--- config.mk ---
export PLATFORM = sky130hd
export DESIGN_NAME = duck_round_scheduler
export DESIGN_NICKNAME = d
export VERILOG_FILES = /design/src/rtl/duck_round_scheduler.sv
export SDC_FILE = /design/constraint.sdc
export NUM_CORES = 1
export LEC_CHECK = 0
export CORE_MARGIN = 2
export CORE_UTILIZATION = 43
export CTS_CLUSTER_DIAMETER = 60
export DETAILED_ROUTE_END_ITERATION = 6
export PLACE_DENSITY_LB_ADDON = 0.1
export SYNTH_ARGS = -nofsm -noshare
export SYNTH_HDL_FRONTEND = slang
export SYNTH_SLANG_ARGS = --single-unit
--- constraint.sdc ---
create_clock -name clk -period 7.95 [get_ports clk]
set_clock_uncertainty 0.2 [all_clocks]
set_input_delay 1.9875 -clock clk [delete_from_list [all_inputs] [get_ports clk]]
set_output_delay 1.9875 -clock clk [all_outputs]
set_load 0.05 [all_outputs]
--- src/rtl/duck_round_scheduler.sv ---
// Duck Hunt duck/round sequencer: spawns ducks, times their flight, tallies hits
// per round, advances rounds and flags game over.
module duck_round_scheduler #(
    parameter int unsigned CLK_PER_MS      = 65_000,
    parameter int unsigned FLY_TIME_MS     = 5000,
    parameter int unsigned DUCKS_PER_ROUND = 10,
    parameter int unsigned PASS_HITS       = 6
) (
    input  logic        clk,
    input  logic        rst_n,
    input  logic        game_enable,
    input  logic        hunt_start,
    input  logic        duck_killed,
    input  logic [6:0]  bullets_left,
    output logic        duck_spawn,
    output logic        duck_active,
    output logic        duck_escaped,
    output logic [11:0] spawn_xpos,
    output logic [3:0]  duck_index,
    output logic [3:0]  hits_in_round,
    output logic [3:0]  round_num,
    output logic [1:0]  speed_level,
    output logic        game_over
);

    localparam logic [31:0] FLY_LOAD = 32'(FLY_TIME_MS * CLK_PER_MS - 1);

    typedef enum logic [2:0] {
        IDLE, WAIT_HUNT, SPAWN, FLYING, RESOLVE, ROUND_END, GAME_OVER
    } state_t;

    state_t      state, state_nxt;
    logic [15:0] lfsr;
    logic [31:0] fly_timer;
    logic        esc_flag, esc_nxt;
    logic [3:0]  idx_nxt, hits_nxt, round_nxt;

    // Fold the upper 96 columns back so a 96-px duck always fits in 1024 columns.
    function automatic logic [11:0] fold_xpos(input logic [9:0] r);
        return (r < 10'd928) ? {2'b00, r} : {2'b00, r - 10'd512};
    endfunction

    function automatic logic [3:0] sat_inc(input logic [3:0] v);
        return (v == 4'd15) ? 4'd15 : v + 4'd1;
    endfunction

    always_comb begin
        state_nxt = state;
        idx_nxt   = duck_index;
        hits_nxt  = hits_in_round;
        round_nxt = round_num;
        esc_nxt   = esc_flag;
        case (state)
            IDLE:      if (game_enable) state_nxt = WAIT_HUNT;
            WAIT_HUNT: if (hunt_start) state_nxt = SPAWN;
            SPAWN:     state_nxt = FLYING;
            FLYING: begin
                if (duck_killed) begin
                    hits_nxt  = hits_in_round + 4'd1;
                    esc_nxt   = 1'b0;
                    state_nxt = RESOLVE;
                end else if (fly_timer == '0 || bullets_left == 7'd0) begin
                    esc_nxt   = 1'b1;
                    state_nxt = RESOLVE;
                end
            end
            RESOLVE: begin
                idx_nxt = duck_index + 4'd1;
                if (bullets_left == 7'd0)
                    state_nxt = GAME_OVER;
                else if (idx_nxt == 4'(DUCKS_PER_ROUND))
                    state_nxt = ROUND_END;
                else
                    state_nxt = WAIT_HUNT;
            end
            ROUND_END: begin
                if (32'(hits_in_round) >= PASS_HITS) begin
                    round_nxt = sat_inc(round_num);
                    idx_nxt   = 4'd0;
                    hits_nxt  = 4'd0;
                    state_nxt = WAIT_HUNT;
                end else begin
                    state_nxt = GAME_OVER;
                end
            end
            GAME_OVER: if (!game_enable) state_nxt = IDLE;
            default:   state_nxt = IDLE;
        endcase
        // Leaving the session aborts any duck in progress without an escape pulse.
        if (!game_enable && state != IDLE && state != GAME_OVER) begin
            state_nxt = IDLE;
            esc_nxt   = 1'b0;
        end
        if (state_nxt == IDLE) begin
            idx_nxt   = 4'd0;
            hits_nxt  = 4'd0;
            round_nxt = 4'd1;
        end
    end

    always_ff @(posedge clk) begin
        if (!rst_n) begin
            state         <= IDLE;
            lfsr          <= 16'hACE1;
            esc_flag      <= 1'b0;
            duck_index    <= 4'd0;
            hits_in_round <= 4'd0;
            round_num     <= 4'd1;
            spawn_xpos    <= 12'd0;
        end else begin
            state         <= state_nxt;
            lfsr          <= {lfsr[14:0], lfsr[15] ^ lfsr[13] ^ lfsr[12] ^ lfsr[10]};
            esc_flag      <= esc_nxt;
            duck_index    <= idx_nxt;
            hits_in_round <= hits_nxt;
            round_num     <= round_nxt;
            if (state_nxt == SPAWN && state != SPAWN)
                spawn_xpos <= fold_xpos(lfsr[9:0]);
        end
    end

    // Timer is only meaningful in FLYING and is always loaded in SPAWN first.
    always_ff @(posedge clk) begin
        if (state == SPAWN)
            fly_timer <= FLY_LOAD;
        else if (state == FLYING && fly_timer != '0)
            fly_timer <= fly_timer - 32'd1;
    end

    assign duck_spawn   = (state == SPAWN);
    assign duck_active  = (state == FLYING);
    assign duck_escaped = (state == RESOLVE) && esc_flag;
    assign game_over    = (state == GAME_OVER);
    assign speed_level  = (round_num > 4'd3) ? 2'd3 : 2'(round_num - 4'd1);

endmodule

==> metrics.txt, run 1 <==
first-pass GRT wire length=approximately 11,000 um; initial antenna violation count=0; status=complete, no violations; Reg clk slew, reported paths=about 0.080 ns; average size of a mapped cell=9.05 um2; post-synthesis cell type count=57; ranking of synthesized cells by area=dfxtp_1 44%, mux2i_1 3.5%, nor2_1 3.1%; IR drop worst, VDD=approximately 0.11 mV; pin count of the biggest net entering global routing=30; post-CTS setup buffer count=0; CTS HTree Levels=3; post-layout util=a little over half; CP Max Fanout=20; area growth from synthesis to layout=19.7%; CTS tree=done; Pre-antenna DRT Iters=4; PwrDens=between 200 and 250 nW/um2; Post-synth EDFFs=0; part of the Yosys area used for sequential elements=43.5%; Synth top area share=43.5%; clk root buf=clkbuf_8; WP data arrival=about 3.1 ns; CP required=5.76 ns; final worst-path cycle share=65.9%; clk_lat worst skew=0.34 ns; # DRC=0; initial DRC count=between 100 and 150; mean routed wirelength per cell=about 13 um; worst slew pin tran=approximately 1.2 ns; Die Ht=about 93 um; #FFs+latches synth=74; Max-slew headroom=around 20%; GP Congestion=0.818; Core Area=7690 um2; Fill cells=about 730; commonest non-fill, non-tap cell in the layout=dfxtp_1; most frequent cells in the layout=74 x dfxtp_1, 39 x clkdlybuf4s50_1, 28 x nor2_1; global route total overflow=0; clk buf depth=2; layout cells sized above 1=7.99%; Final Instance Area=4070 um2; Primary FF master, synth=dfxtp_1; num ports=42; min Tclk post-route=about 5.2 ns; PostCTS Resize Cnt=0; gr usage total=around 16%; Max-Cap Viols=0; post-route antenna net violation count=0; HPWL after detailed placement=between 4000 and 5000 um; Hold Violations, Final=0; asr flop ratio synth=0%; synth warn=0; Clock Sinks=74; die area=about 8600 um2; Final Max Slew Viols=0; HP Class=reg2reg; Total Wirelength=~6500 um; port buffer count=39; Antenna Cells=0; CP Class=reg2out; cell taking the most area after synthesis=dfxtp_1; vias in the first global route=2,523; via-per-instance ratio=about 5.3; RSZ-0062 raised after global routing=false; die width=slightly above 90 um; Cell Area, Synth=between 3000 and 4000 um2; setup violators final=0; row count=32; Max Clk Rate=191 MHz; Post-layout nets=about 430; TNS Setup=0 ns; CTS Hold Buffers Added=0; Initial Util=around 44%; leakage power=1.53 nW; Syn Inst Count=~380; Area after DPL=3840 um2; total CTS buffers=9; routed via count=~2,700; Critical Path End Type=primary output; Worst setup SP type=register
layer usage:
metal / vias up / wire length, um / GRT usage, %
met2: 41 / 3020 / 26.6
met3: 7 / 224 / 4.39
met1: 1273 / 3230 / 20.0
met4: 0 / 68 / 5.15
li1: 1408 / - / -
met5: - / 0 / 0
synthesized netlist by cell type, types with 9 or more instances:
| master | number |
|---|---|
| a21oi_1 | 16 |
| and2_1 | 11 |
| clkbuf_1 | 12 |
| dfxtp_1 | 74 |
| inv_1 | 11 |
| mux2i_1 | 12 |
| nand2_1 | 27 |
| nand2b_1 | 9 |
| nand3_1 | 12 |
| nor2_1 | 28 |
| nor2b_1 | 11 |
| nor3_1 | 15 |
| o21ai_0 | 13 |
| xnor2_1 | 9 |
per-stage QoR:
step           hold WS [ns]  std cells  setup slack, ns  total power, mW
3_5_place_dp          0.197        499             3.06            0.532
4_1_cts               0.215        515             2.66            0.860
5_1_grt               0.234        515             2.50            0.894
3_3_place_gp          0.188        499             3.13            0.529
6_report              0.211        515             2.71            0.848
2_1_floorplan         0.186        377             4.01            0.506
flip-flops by register name, indices dropped and copies added (netlist names):
signal and count:
lfsr 16, esc_flag 1, hits_in_round 4, round_num 4, fly_timer 32, spawn_xpos 10, state 3, duck_index 4
worst max-delay path, cell delays in order (launching register included):
cell and delay, ns:
dfxtp_1 0.52, inv_1 0.13, or3_1 0.64, inv_1 0.50
clkdlybuf4s50_1 0.90
power breakdown:
group | switching (mW) | total (mW) | internal [mW]
Sequential | 0.0291 | 0.429 | 0.400
Clock | 0.139 | 0.324 | 0.186
Combinational | 0.0516 | 0.0937 | 0.0421
Total | 0.219 | 0.848 | 0.628
layout make-up:
| class | count | area (um2) | share of cell area [%] |
|---|---|---|---|
| clock inverter | 6 | 90.1 | 2.21 |
| clock buffer | 10 | 138 | 3.38 |
| timing repair buffer | 39 | 390 | 9.59 |
| sequential | 74 | 1480 | 36.4 |
| inverter | 12 | 45.0 | 1.11 |
| tap | 102 | 128 | 3.13 |
| multi-input combinational | 272 | 1800 | 44.2 |
cell families (layout without fill, tap and decap cells):
kind of cell	Yosys count	after routing	share of synthesized area [%]
AO/OA/AOI/OAI	72	72	13.9
XOR/XNOR	15	15	3.86
adder cells (fa/ha/maj)	7	7	2.57
buffers and inverters	31	67	3.90
flip-flops	74	74	43.5
multiplexers	12	12	3.53
other	1	2	0.110
AND/OR/NAND/NOR	164	164	28.6
final timing paths:
path	start	endpoint	slack (ns)	cells after the start
worst max-delay path	state[1]	duck_spawn	2.71	4
worst min-delay path	lfsr[14]	lfsr[15]	0.21	1
worst max register to register	hits_in_round[0]	round_num[2]	4.96	7
worst min register to register	lfsr[14]	lfsr[15]	0.21	1
Note: power is estimated with default switching activity, not from simulation.
==> inputs of run 2 (changes only) <==
==> constraint.sdc (replaced) <==
create_clock -name clk -period 5.4 [get_ports clk]
set_clock_uncertainty 0.2 [all_clocks]
set_input_delay 1.35 -clock clk [delete_from_list [all_inputs] [get_ports clk]]
set_output_delay 1.35 -clock clk [all_outputs]
set_load 0.05 [all_outputs]
==> run 2 against run 1 <==
  * Core utilization decreased by 0.18 points
  * Power increased by 44%
  * Critical path depth unchanged
  * Combinational power increased by 49%
  * Clock-buffer cell count decreased by 1
  * Register-to-register slack got worse by 2.5 ns
  * Hold slack improved by 0.0034 ns
  * First-iteration DRC count decreased by 37%
  * Die area unchanged
  * Via count increased by 0.26%
  * Non-clock buffer count increased by 1
==> metrics.txt, run 2 (synthesis results as in run 1) <==
commonest non-fill, non-tap cell in the layout=dfxtp_1 (unchanged); vias in the first global route=2,634 (was 2,523); status=complete, no violations (unchanged); Core Area=7690 um2 (unchanged); Clock Sinks=74 (unchanged); GP Congestion=0.816 (was 0.818); initial DRC count=73 (was 115); Max Clk Rate=215 MHz; gr usage total=16.6% (was 16.0%); area growth from synthesis to layout=19.3% (was 19.7%); DP Cell Count=500 (was 499); leakage power=1.52 nW (was 1.53 nW); clk_lat worst skew=0.35 ns (was 0.34 ns); most frequent cells in the layout=74 x dfxtp_1, 39 x clkdlybuf4s50_1, 28 x nor2_1 (unchanged); largest registers=fly_timer x32, lfsr x16, spawn_xpos x10 (unchanged); Pwr Total=1.22 mW (was 0.848 mW); Post-layout nets=428 (was 427); clk root buf=clkbuf_8 (unchanged); min Tclk post-route=4.64 ns; PostCTS Resize Cnt=0 (unchanged); port buffer count=39 (unchanged); CTS Hold Buffers Added=0 (unchanged); post-layout util=52.8% (was 53.0%); clk buf depth=2 (unchanged); final worst-path cycle share=a little under nine tenths; WHS=0.214 ns (was 0.211 ns); Max-Cap Viols=0 (unchanged); CTS tree=done (unchanged); initial antenna violation count=0 (unchanged); CTS HTree Levels=3 (unchanged); post-route antenna net violation count=0 (unchanged); HP Class=reg2reg (unchanged); mean routed wirelength per cell=13.2 um (was 12.7 um); CP Max Fanout=20 (unchanged); Setup WS pre-CTS=1.15 ns (was 3.06 ns); Max-slew headroom=18.6% (was 19.7%); RSZ-0062 raised after global routing=false (unchanged); first-pass GRT wire length=11,700 um (was 11,200 um); Total Wirelength=6830 um (was 6540 um); HPWL after detailed placement=4750 um (was 4560 um); row count=32 (unchanged); Antenna Cells=0 (unchanged); Final Max Slew Viols=0 (unchanged); max reg flops=32 (unchanged); PwrDens=301 nW/um2 (was 208 nW/um2); Die Ht=92.9 um (unchanged); post-CTS setup buffer count=0 (unchanged); Fill cells=726 (was 729); Final Non-Filler Cells=516 (was 515); Final Instance Area=4060 um2 (was 4070 um2); PnR worst setup slack=0.760 ns (was 2.71 ns); global route total overflow=0 (unchanged); pin count of the biggest net entering global routing=30 (unchanged); Area after DPL=3850 um2 (was 3840 um2); Pre-antenna DRT Iters=4 (unchanged); Worst setup SP type=register (unchanged); Hold Violations, Final=0 (unchanged); die area=8640 um2 (unchanged); layout cells sized above 1=8.21% (was 7.99%); via-per-instance ratio=5.30 (about the same); setup violators final=0 (unchanged); Critical Path End Type=primary output (unchanged); Largest Register=fly_timer (unchanged); die width=92.9 um (unchanged); CP required=3.85 ns (was 5.76 ns); Reg clk slew, reported paths=0.09 ns (was 0.08 ns); # DRC=0 (unchanged); worst slew pin tran=1.21 ns (was 1.20 ns); TNS Setup=0 ns (unchanged); Initial Util=44.3% (unchanged); WP data arrival=3.09 ns (was 3.05 ns); IR drop worst, VDD=0.171 mV (was 0.113 mV); routed via count=2,736 (was 2,729); total CTS buffers=9 (unchanged); CP Class=reg2out (unchanged); num ports=42 (unchanged)
-- run 2: power by group --
| part | internal, mW | switching [mW] |
|---|---|---|
| Combinational | 0.0631 | 0.0773 |
| Sequential | 0.589 | 0.0430 |
| Clock | 0.221 | 0.229 |
| Total | 0.874 | 0.349 |
-- run 2: path summary, 6_finish.rpt --
path | from | to | slack (ns) | depth (start not counted)
max reg2reg | fly_timer[0] | fly_timer[4] | 2.45 | 7
max | state[1] | duck_spawn | 0.76 | 4
min | lfsr[14] | lfsr[15] | 0.21 | 1
min reg2reg | lfsr[14] | lfsr[15] | 0.21 | 1
-- run 2: worst max-delay path, cell delays in order (launching register included) --
cell and delay (ns):
dfxtp_1 0.52, inv_1 0.14, or3_1 0.65, inv_1 0.53, clkdlybuf4s50_1 0.90
-- run 2: per-layer routing --
| metal | part of all wire [%] | GRT usage, % | up-vias |
|---|---|---|---|
| li1 | - | - | 1420 |
| met1 | 49 | 20.5 | 1281 |
| met2 | 47 | 28.4 | 28 |
| met3 | 2.5 | 4.23 | 7 |
| met4 | 1.4 | 5.27 | 0 |
| met5 | 0 | 0 | - |
-- run 2: layout make-up --
type	count	area [um2]	area share, %
Clock inverter	7	82.6	2.04
Sequential cell	74	1480	36.5
Multi-Input combinational cell	272	1800	44.3
Timing Repair Buffer	40	398	9.81
Tap cell	102	128	3.15
Clock buffer	9	124	3.05
Inverter	12	45.0	1.11
==> inputs of run 3 (changes only) <==
--- a/config.mk
+++ b/config.mk
@@ -7,7 +7,7 @@
 export LEC_CHECK = 0
 export CORE_MARGIN = 2
 export CORE_UTILIZATION = 43
-export CTS_CLUSTER_DIAMETER = 60
+export CTS_CLUSTER_DIAMETER = 200
 export DETAILED_ROUTE_END_ITERATION = 6
 export PLACE_DENSITY_LB_ADDON = 0.1
 export SYNTH_ARGS = -nofsm -noshare
==> constraint.sdc (replaced) <==
create_clock -name clk -period 4.9 [get_ports clk]
set_clock_uncertainty 0.2 [all_clocks]
set_input_delay 1.225 -clock clk [delete_from_list [all_inputs] [get_ports clk]]
set_output_delay 1.225 -clock clk [all_outputs]
set_load 0.05 [all_outputs]
==> run 3 against run 2 <==
  * Core utilization about the same
  * Global-route usage is 0.45 points lower
  * Critical path depth unchanged
  * First-iteration DRC count decreased by 8.2%
  * Die area did not move
  * Clock power grew 6.2%
  * Critical endpoint unchanged
==> metrics.txt, run 3 (synthesis results as in run 1) <==
status=complete, no violations (unchanged); Core Area=7690 um2 (unchanged); total CTS buffers=9 (unchanged); row count=32 (unchanged); Post-layout nets=429 (was 428); GP Congestion=0.793 (was 0.816); CTS Hold Buffers Added=0 (unchanged); Pre-antenna DRT Iters=4 (unchanged); most frequent cells in the layout=74 x dfxtp_1, 39 x clkdlybuf4s50_1, 28 x nor2_1 (unchanged); gr usage total=16.2% (was 16.6%); post-route antenna net violation count=0 (unchanged); first-pass GRT wire length=11,500 um (was 11,700 um); register area=1480 um2 (unchanged); port buffer count=39 (unchanged); Max-Cap Viols=0 (unchanged); die width=92.9 um (unchanged); Worst path slowest cell=clkdlybuf4s50_1 (unchanged); cell repeated most along the worst path=inv_1 (unchanged); commonest non-fill, non-tap cell in the layout=dfxtp_1 (unchanged); Clock Sinks=74 (unchanged); Hold Violations, Final=0 (unchanged); via-per-instance ratio=5.32 (was 5.30); CP Max Fanout=20 (unchanged); setup violators final=0 (unchanged); initial antenna violation count=0 (unchanged); IR drop worst, VDD=0.179 mV (was 0.171 mV); post-CTS setup buffer count=0 (unchanged); global route total overflow=0 (unchanged); CP top delay family=buffers and inverters (unchanged); CP Class=reg2out (unchanged); Max-slew headroom=17.3% (was 18.6%); layout cells sized above 1=8.43% (was 8.21%); Reg clk slew, reported paths=0.08 ns (was 0.09 ns); PnR worst setup slack=0.825 ns (was 0.760 ns); clk buf depth=2 (unchanged); critical path cell sequence=inv_1 -> or3_1 -> inv_1 -> clkdlybuf4s50_1 (unchanged); Critical Path End Type=primary output (unchanged); Multi-input gate area=1800 um2 (unchanged); CTS HTree Levels=3 (unchanged); CP peak stage delay=0.82 ns (was 0.90 ns); Max Clk Rate=between 200 and 250 MHz; CP required=3.47 ns (was 3.85 ns); HPWL after detailed placement=4610 um (was 4750 um); Total Wirelength=6580 um (was 6830 um); Die Ht=92.9 um (unchanged); mean routed wirelength per cell=12.7 um (was 13.2 um); Buf+Inv Stages, Crit Path=3 (unchanged); HP Class=reg2reg (unchanged); Initial Util=44.3% (unchanged); Setup WS pre-CTS=1.19 ns (was 1.15 ns); TNS Setup=0 ns (unchanged); min Tclk post-route=between 4 and 5 ns; die area=8640 um2 (unchanged); PostCTS Resize Cnt=0 (unchanged); leakage power=1.52 nW (about the same); PwrDens=327 nW/um2 (was 301 nW/um2); worst slew pin tran=1.23 ns (was 1.21 ns); largest registers=fly_timer x32, lfsr x16, spawn_xpos x10 (unchanged); Largest Register=fly_timer (unchanged); vias in the first global route=2,533 (was 2,634); final worst-path cycle share=between 80% and 90%; clk root buf=clkbuf_8 (unchanged); num ports=42 (unchanged); area growth from synthesis to layout=19.4% (was 19.3%); max reg flops=32 (unchanged); Antenna Cells=0 (unchanged); Fill cells=735 (was 726); CTS tree=done (unchanged); RSZ-0062 raised after global routing=false (unchanged); Worst setup SP type=register (unchanged); clk_lat worst skew=0.34 ns (was 0.35 ns); initial DRC count=67 (was 73); routed via count=2,751 (was 2,736); pin count of the biggest net entering global routing=30 (unchanged); WP data arrival=2.65 ns (was 3.09 ns); # DRC=0 (unchanged); Final Max Slew Viols=0 (unchanged)
[run 3: cell types whose count changed in the layout (fill, tap and decap cells not counted), sizes merged]
| cell | change |
|---|---|
| clkinv | +2 |
| clkinvlp | +1 |
| inv | -3 |
| buf | +1 |
[run 3: path summary, 6_finish.rpt]
path                      from      endpoint  slack (ns)  cells past startpoint
setup / recovery      state[1]    duck_spawn        0.83                      4
hold / removal        lfsr[14]      lfsr[15]        0.22                      1
setup reg to reg  fly_timer[0]  fly_timer[4]        1.93                      7
hold reg to reg       lfsr[14]      lfsr[15]        0.22                      1
[run 3: power by group]
part | internal [mW] | leakage, nW | switching (mW) | total [mW]
combinational | 0.0703 | 0.820 | 0.0837 | 0.154
sequential | 0.649 | 0.603 | 0.0466 | 0.696
clock | 0.238 | 0.0921 | 0.240 | 0.479
total | 0.958 | 1.52 | 0.371 | 1.33
[run 3: cell type report]
class / count / area share [%]
clock buffer: 9 / 3.05
clock inverter: 7 / 1.94
inverter: 12 / 1.11
multi-input combinational: 272 / 44.3
sequential: 74 / 36.5
tap: 102 / 3.14
timing repair buffer: 41 / 9.98
[run 3: layer usage]
metal	track usage [%]	share of wire, %	wire (um)
met5	0	0	0
met4	4.78	0.94	62
met3	4.39	3.9	255
met2	27.7	47	3110
met1	19.9	48	3160
[run 3: through the flow]
| stage | power (mW) | util, % | std cells | area [um2] | hold slack [ns] |
|---|---|---|---|---|---|
| after global routing | 1.40 | 52.8 | 517 | 4060 | 0.236 |
| after global placement | 0.861 | 50.2 | 501 | 3860 | 0.192 |
| final | 1.33 | 52.8 | 517 | 4060 | 0.221 |
| after detailed placement | 0.865 | 50.2 | 501 | 3860 | 0.197 |
| after floorplan | 0.821 | - | 377 | 3410 | 0.186 |
| after CTS | 1.35 | 52.8 | 517 | 4060 | 0.229 |
